==> src/rtl/logic_pipe_pkg.sv <==
// Shared types and helpers for the logic_pipe bitwise pipeline.
package logic_pipe_pkg;

  localparam int unsigned COUNT_W = 16;
  localparam int unsigned MAX_W   = 64;

  typedef enum logic [1:0] {
    OP_AND  = 2'd0,
    OP_OR   = 2'd1,
    OP_XOR  = 2'd2,
    OP_NAND = 2'd3
  } logic_op_t;

  // Bitwise evaluation at maximum width; callers truncate to their own width.
  function automatic logic [MAX_W-1:0] logic_eval(input logic [MAX_W-1:0] a,
                                                  input logic [MAX_W-1:0] b,
                                                  input logic_op_t        op);
    logic [MAX_W-1:0] r;
    r = '0;
    case (op)
      OP_AND:  r = a & b;
      OP_OR:   r = a | b;
      OP_XOR:  r = a ^ b;
      OP_NAND: r = ~(a & b);
      default: r = '0;
    endcase
    return r;
  endfunction

endpackage

==> src/rtl/logic_pipe_stage.sv <==
// One elastic pipeline slot: data register plus valid bit, ready chained from downstream.
module logic_pipe_stage
  import logic_pipe_pkg::*;
#(
  parameter int unsigned W = 8
) (
  input  logic         clk,
  input  logic         rst,
  input  logic         up_valid,
  input  logic [W-1:0] up_data,
  output logic         up_ready_c,
  output logic         dn_valid,
  output logic [W-1:0] dn_data,
  input  logic         dn_ready
);

  // Slot may load when empty or when its content leaves this cycle.
  assign up_ready_c = !dn_valid || dn_ready;

  always_ff @(posedge clk or posedge rst) begin
    if (rst) begin
      dn_valid <= 1'b0;
      dn_data  <= '0;
    end else if (up_ready_c) begin
      dn_valid <= up_valid;
      if (up_valid) begin
        dn_data <= up_data;
      end
    end
  end

endmodule

==> src/rtl/logic_pipe.sv <==
// Bitwise AND/OR/XOR/NAND pipeline of DEPTH elastic stages with output accept counter.
// Optional feature macro LOGIC_PIPE_PARITY_EN adds a registered even-parity output y_par.
module logic_pipe
  import logic_pipe_pkg::*;
#(
  parameter int unsigned WIDTH = 8,
  parameter int unsigned DEPTH = 2
) (
  input  logic               clk,
  input  logic               rst,
  input  logic               in_valid,
  output logic               in_ready,
  input  logic [WIDTH-1:0]   a,
  input  logic [WIDTH-1:0]   b,
  input  logic [1:0]         op,
  output logic [WIDTH-1:0]   y,
  output logic               y_valid,
  input  logic               y_ready,
  output logic [COUNT_W-1:0] count
`ifdef LOGIC_PIPE_PARITY_EN
  ,
  output logic               y_par
`endif
);

`ifdef LOGIC_PIPE_PARITY_EN
  localparam int unsigned PAR_W = 1;
`else
  localparam int unsigned PAR_W = 0;
`endif
  localparam int unsigned SW = WIDTH + PAR_W;

  logic [WIDTH-1:0] res;
  logic [SW-1:0]    s_data  [DEPTH+1];
  logic             s_valid [DEPTH+1];
  logic             s_ready [DEPTH+1];

  assign res = WIDTH'(logic_eval(MAX_W'(a), MAX_W'(b), logic_op_t'(op)));

`ifdef LOGIC_PIPE_PARITY_EN
  assign s_data[0] = {^res, res};
`else
  assign s_data[0] = res;
`endif
  assign s_valid[0]     = in_valid;
  assign s_ready[DEPTH] = y_ready;
  assign in_ready       = s_ready[0];

  for (genvar k = 0; k < DEPTH; k++) begin : g_stage
    logic_pipe_stage #(
      .W (SW)
    ) u_stage (
      .clk        (clk),
      .rst        (rst),
      .up_valid   (s_valid[k]),
      .up_data    (s_data[k]),
      .up_ready_c (s_ready[k]),
      .dn_valid   (s_valid[k+1]),
      .dn_data    (s_data[k+1]),
      .dn_ready   (s_ready[k+1])
    );
  end

  assign y       = s_data[DEPTH][WIDTH-1:0];
  assign y_valid = s_valid[DEPTH];
`ifdef LOGIC_PIPE_PARITY_EN
  assign y_par   = s_data[DEPTH][WIDTH];
`endif

  // Results handed to the consumer; wraps naturally at the counter width.
  always_ff @(posedge clk or posedge rst) begin
    if (rst) begin
      count <= '0;
    end else if (y_valid && y_ready) begin
      count <= count + COUNT_W'(1);
    end
  end

endmodule
==> config.mk <==
export PLATFORM = sky130hd
export DESIGN_NAME = logic_pipe
export DESIGN_NICKNAME = d
export VERILOG_FILES = /design/src/rtl/logic_pipe_pkg.sv /design/src/rtl/logic_pipe_stage.sv /design/src/rtl/logic_pipe.sv
export SDC_FILE = /design/constraint.sdc
export NUM_CORES = 1
export LEC_CHECK = 0
export ABC_AREA = 1
export BUFFER_PORTS_ARGS = -buffer_cell sky130_fd_sc_hd__clkbuf_2
export CORE_MARGIN = 3
export CORE_UTILIZATION = 50
export DETAILED_ROUTE_END_ITERATION = 8
export PLACE_DENSITY = 0.82
export REMOVE_ABC_BUFFERS = 1
export SYNTH_ARGS = -nofsm -noshare
export SYNTH_HDL_FRONTEND = slang
export SYNTH_SLANG_ARGS = --single-unit
export TNS_END_PERCENT = 30
==> constraint.sdc <==
create_clock -name clk -period 1.5 [get_ports clk]
set_input_delay 0.3 -clock clk [delete_from_list [all_inputs] [get_ports clk]]
set_output_delay 0.3 -clock clk [all_outputs]
set_load 0.02 [all_outputs]
-- After elaboration in Yosys (flattened, before gate mapping)
Index checks and enable logic that the tools add are counted.
- register bits after elaboration: 34
- input bits: 22
- output and inout port bits: 26
- word-level logic and storage cells: 22
- $add $sub $neg: 1
- eq/ne operators: 3
- muxes and demuxes: 1
- bitwise logic cells: 4
- reduce and logical (&&, ||, !) cells: 8
- operators with widths (cell ; number):
    8-bit case mux with 4 select lines ; 1
    16-bit by 1-bit adder with 16-bit output, second input constant ; 1
    8-bit AND ; 1
    8-bit inverter ; 1
    8-bit bitwise OR ; 1
    8-bit bitwise XOR ; 1
    2-bit == test, second input constant ; 2
    2-bit AND reduction ; 2
    2-bit by 1-bit == test with 1-bit output, second input constant ; 1
    1-bit logical NOT ; 2
    2-bit logical NOT ; 1
    1-bit logical OR ; 2
    1-bit logical AND ; 1

-- Longest topological paths before layout
- depth after elaboration: 4
- gate-level depth with buffers: 7
- mapped depth without buffers: 7

-- By module
Synthesis repeated with hierarchy kept, for this count alone.
- cell total of the unflattened synthesis: 257
- area total of the unflattened synthesis: 2075.7 µm²
- by module, submodules not included (module ; instances ; cells an instance ; area an instance (µm²) ; seq. area each (µm²)):
    logic_pipe ; 1 ; 177 ; 1332.5 ; 400.4
    logic_pipe_stage ; 2 ; 40 ; 371.6 ; 225.2

-- Least setup slack after synthesis
No wires, ideal clock.
- kind: register to register
- start: register g_stage[1].u_stage.dn_valid
- end: register g_stage[0].u_stage.dn_data[7]
- library setup time: 0.117 ns
- arrival: 1.268 ns
- data required time: 1.383 ns
- path slack: 0.115 ns
- stages on the path, launching flop included: 7
- path buffers: 1
- period minus slack after synthesis: 1.385 ns
- path through: dfrtp_1 nand3_1 nand2_1 buf_2 nor2_2 nand2_1 o21ai_2
- word-level cells in the longest chain between the ends: 4
- RTL lines (item ; line ; source):
    from (decl) ; logic_pipe_stage.sv:12 ; output logic dn_valid,
    from (signal assigned) ; logic_pipe_stage.sv:25 ; dn_valid <= up_valid;
    1-bit logical NOT ; logic_pipe_stage.sv:18 ; assign up_ready_c = !dn_valid || dn_ready;
    1-bit logical OR (2 in series) ; logic_pipe_stage.sv:18 ;
    net in_ready ; logic_pipe.sv:12 ; output logic in_ready,
    2-bit AND reduction (no source line) ; - ;
    to (signal assigned) ; logic_pipe_stage.sv:27 ; dn_data <= up_data;
    to (decl) ; logic_pipe_stage.sv:13 ; output logic [W-1:0] dn_data,
The timed path passes the listed nets, and every way through them passes these cells.
A chain may end at the register's enable or synchronous reset.

-- Worst setup path in the final report
- start: register g_stage[1].u_stage.dn_valid
- end: output in_ready
- word-level cells in the longest chain between the ends: 3
- RTL lines (item ; line):
    1-bit logical NOT ; logic_pipe_stage.sv:18
    1-bit logical OR (2 in series) ; logic_pipe_stage.sv:18
    to (decl) ; logic_pipe.sv:12
No other way between the ends.

==> flow_metrics.env <==
export IMPL_setup_slack_ns=0.189
export IMPL_cts_num_sinks=34
export IMPL_synth_area_leaders="dfrtp_1 (42%), ha_1 (11%), nand2_1 (10%)"
export IMPL_place_ws_ns=0.170
export IMPL_antenna_cells=0
export IMPL_synth_edf_count=0
export IMPL_die_w_um=69.6
export IMPL_grt_busiest_layer="met2"
export IMPL_cts_max_path_buffers=2
export IMPL_hold_viol=0
export IMPL_drtIter0Drc=67
export IMPL_yosysWarningCount=0
export IMPL_ir_drop_v=0.000479
export IMPL_finalHoldWorstSlack_ns=0.0849
export IMPL_crit_path_end_kind="output port"
export IMPL_clk_latency_ns=0.28
export IMPL_ctsHtreeMaxLevel=2
export IMPL_grt_max_degree=35
export IMPL_synth_cell_type_count=26
export IMPL_grt_pass1_wl_um=6380
export IMPL_cp_slowest_cell="dfrtp_1"
export IMPL_ys_seq_area_share_pct=42.1
export IMPL_wl_per_cell_um=10.4
export IMPL_antenna_found_initial=0
export IMPL_place_gp_congestion=0.812
export IMPL_avgSynthCellArea_um2=8.54
export IMPL_start_kind="flip-flop"
export IMPL_grt_overflow_total=0
export IMPL_p_leak_nw=1.36
export IMPL_layout_nets=330
export IMPL_period_share_pct=87.4
export IMPL_pin_count=48
export IMPL_antenna_left=0
export IMPL_cpLargestDelayFamily="flip-flops"
export IMPL_skew_ns=0.00605
export IMPL_tritoncts="built"
export IMPL_rows=22
export IMPL_io_buffers=47
export IMPL_grt_pass1_vias=1516
export IMPL_grt_use_met2_pct=28.7
export IMPL_synth_top_cell_area_share_pct=42.1
export IMPL_worst_slew_pin_slew_ns=0.408
export IMPL_synthCells=237
export IMPL_synth_largest_area_cell="dfrtp_1"
export IMPL_netlist_area_um2=2020
export IMPL_vias_per_cell=4.75
export IMPL_core_um2=3770
export IMPL_rsz0062_at_grt="false"
export IMPL_drive_above_1_share_pct=27.7
export IMPL_setup_tns_final_ns=0
export IMPL_maxCapViolations=0
export IMPL_fin_crit_ns=1.31
export IMPL_yosysMostFrequentCell="nand2_1"
export IMPL_cts_buffers=5
export IMPL_track_usage_pct=16.3
export IMPL_crit_chain="nand3_1, clkbuf_2"
export IMPL_status="finished clean"
export IMPL_criticalPathCategory="flip-flop to output port"
export IMPL_power_density_nw_per_um2=1200
export IMPL_clkTransAtPathRegs_ns=0.07
export IMPL_cts_resized=0
export IMPL_slew_violations=0
export IMPL_synth_commonest_cells="nand2_1 (54), dfrtp_1 (34), inv_1 (34), nor2_1 (30), ha_1 (17)"
export IMPL_cts_setup_buffers=0
export IMPL_drt_pass1_iterations=4
export IMPL_setup_violations=0
export IMPL_die_y_um=69.6
export IMPL_totalWireLength_um=3550
export IMPL_hold_class="input pin to async pin"
export IMPL_final_core_util_pct=64.4
export IMPL_initial_core_util_pct=53.6
export IMPL_required_ns=1.20
export IMPL_synth_seq_cells=34
export IMPL_dieArea_um2=4850
export IMPL_grt_use_met3_pct=4.06
export IMPL_via_count=1616
export IMPL_max_freq_mhz=763
export IMPL_maxSlewHeadroom_pct=72.8
export IMPL_root_buffer="clkbuf_8"
export IMPL_holdBufCountCts=0
export IMPL_met1_usage_pct=18.5
export IMPL_crit_buf_inv=1
export IMPL_hpwl_um=2960
export IMPL_route_detailed_drc=0
export IMPL_ys_flop_type="dfrtp_1"
export IMPL_synth_async_reset_ratio_pct=100
export IMPL_critPathMaxStageDelay_ns=0.41
export IMPL_crit_path_max_fanout=4
export IMPL_worstPathArrival_ns=1.01
export IMPL_fillers=328
export IMPL_areaGrowthSynthToFinish_pct=20.0
[worst register-to-register path, cell delays in order (launching register included)]
cell,delay (ns)
dfrtp_1,0.41
ha_1,0.19
nand3_1,0.08
nor2_2,0.17
nand3_2,0.13
o21ai_1,0.14
nand2_1,0.07
[flip-flops by register name, summed over array words and instances, names as in the netlist]
register                  cells
g_stage.u_stage.dn_data      16
g_stage.u_stage.dn_valid      2
count                        16
[path summary, 6_finish.rpt]
check                                         startpoint                             to  slack (ns)  depth (start not counted)
max                          g_stage[1].u_stage.dn_valid                       in_ready        0.19                          2
min reg2reg                g_stage[0].u_stage.dn_data[6]  g_stage[0].u_stage.dn_data[6]        0.48                          2
max reg2reg                                     count[1]                      count[12]        0.20                          6
max in group asynchronous                            rst                       count[4]        1.12                          3
min                                                  rst                       count[6]        0.08                          3
min in group clk                                 y_ready    g_stage[1].u_stage.dn_valid        0.31                          4
[cells by family (layout without fill, tap and decap cells)]
logic type / Yosys count / after routing / share of synthesized area, %
simple gates: 107 / 107 / 23.9
buf+inv: 41 / 96 / 8.35
flops: 34 / 34 / 42.1
compound gates: 21 / 21 / 6.12
fa+ha+maj: 17 / 17 / 10.5
xor+xnor: 11 / 11 / 4.76
mux: 6 / 6 / 4.27
[per-stage QoR]
step | power (mW) | area, um2 | std cells
floorplan | 1.87 | 2000 | 234
global placement | 2.16 | 2320 | 332
detailed placement | 2.19 | 2320 | 332
CTS | 2.97 | 2430 | 340
global route | 3.14 | 2430 | 340
finish | 2.92 | 2430 | 340
[power breakdown]
group          leakage, nW  switching (mW)  internal (mW)
clock network       0.0575           0.307          0.463
logic                0.879           0.518          0.357
registers            0.421           0.162           1.12
total                 1.36           0.986           1.94
[area by class of cell]
cell class / instances / area [um2] / area share (%)
inverter: 38 / 145 / 5.98
clock buffer: 8 / 110 / 4.54
sequential: 34 / 851 / 35.1
multi-input combinational: 162 / 1000 / 41.3
tap: 48 / 60.1 / 2.47
timing repair buffer: 50 / 258 / 10.6
[layout by cell type, fill, tap and decap left out, types with 6 or more instances in the layout]
| master | instances |
|---|---|
| dfrtp_1 | 34 |
| inv_1 | 34 |
| clkbuf_2 | 47 |
| o211ai_1 | 6 |
| clkbuf_8 | 8 |
| xnor2_1 | 8 |
| nor2_1 | 30 |
| ha_1 | 17 |
| o21ai_0 | 9 |
| nand2_1 | 54 |
[routing by layer]
layer / up-vias / wire, um
met5: - / 0
met4: 0 / 36
met3: 6 / 224
met2: 42 / 1800
met1: 723 / 1480
li1: 845 / -
Note: power is estimated with default switching activity, not from simulation.
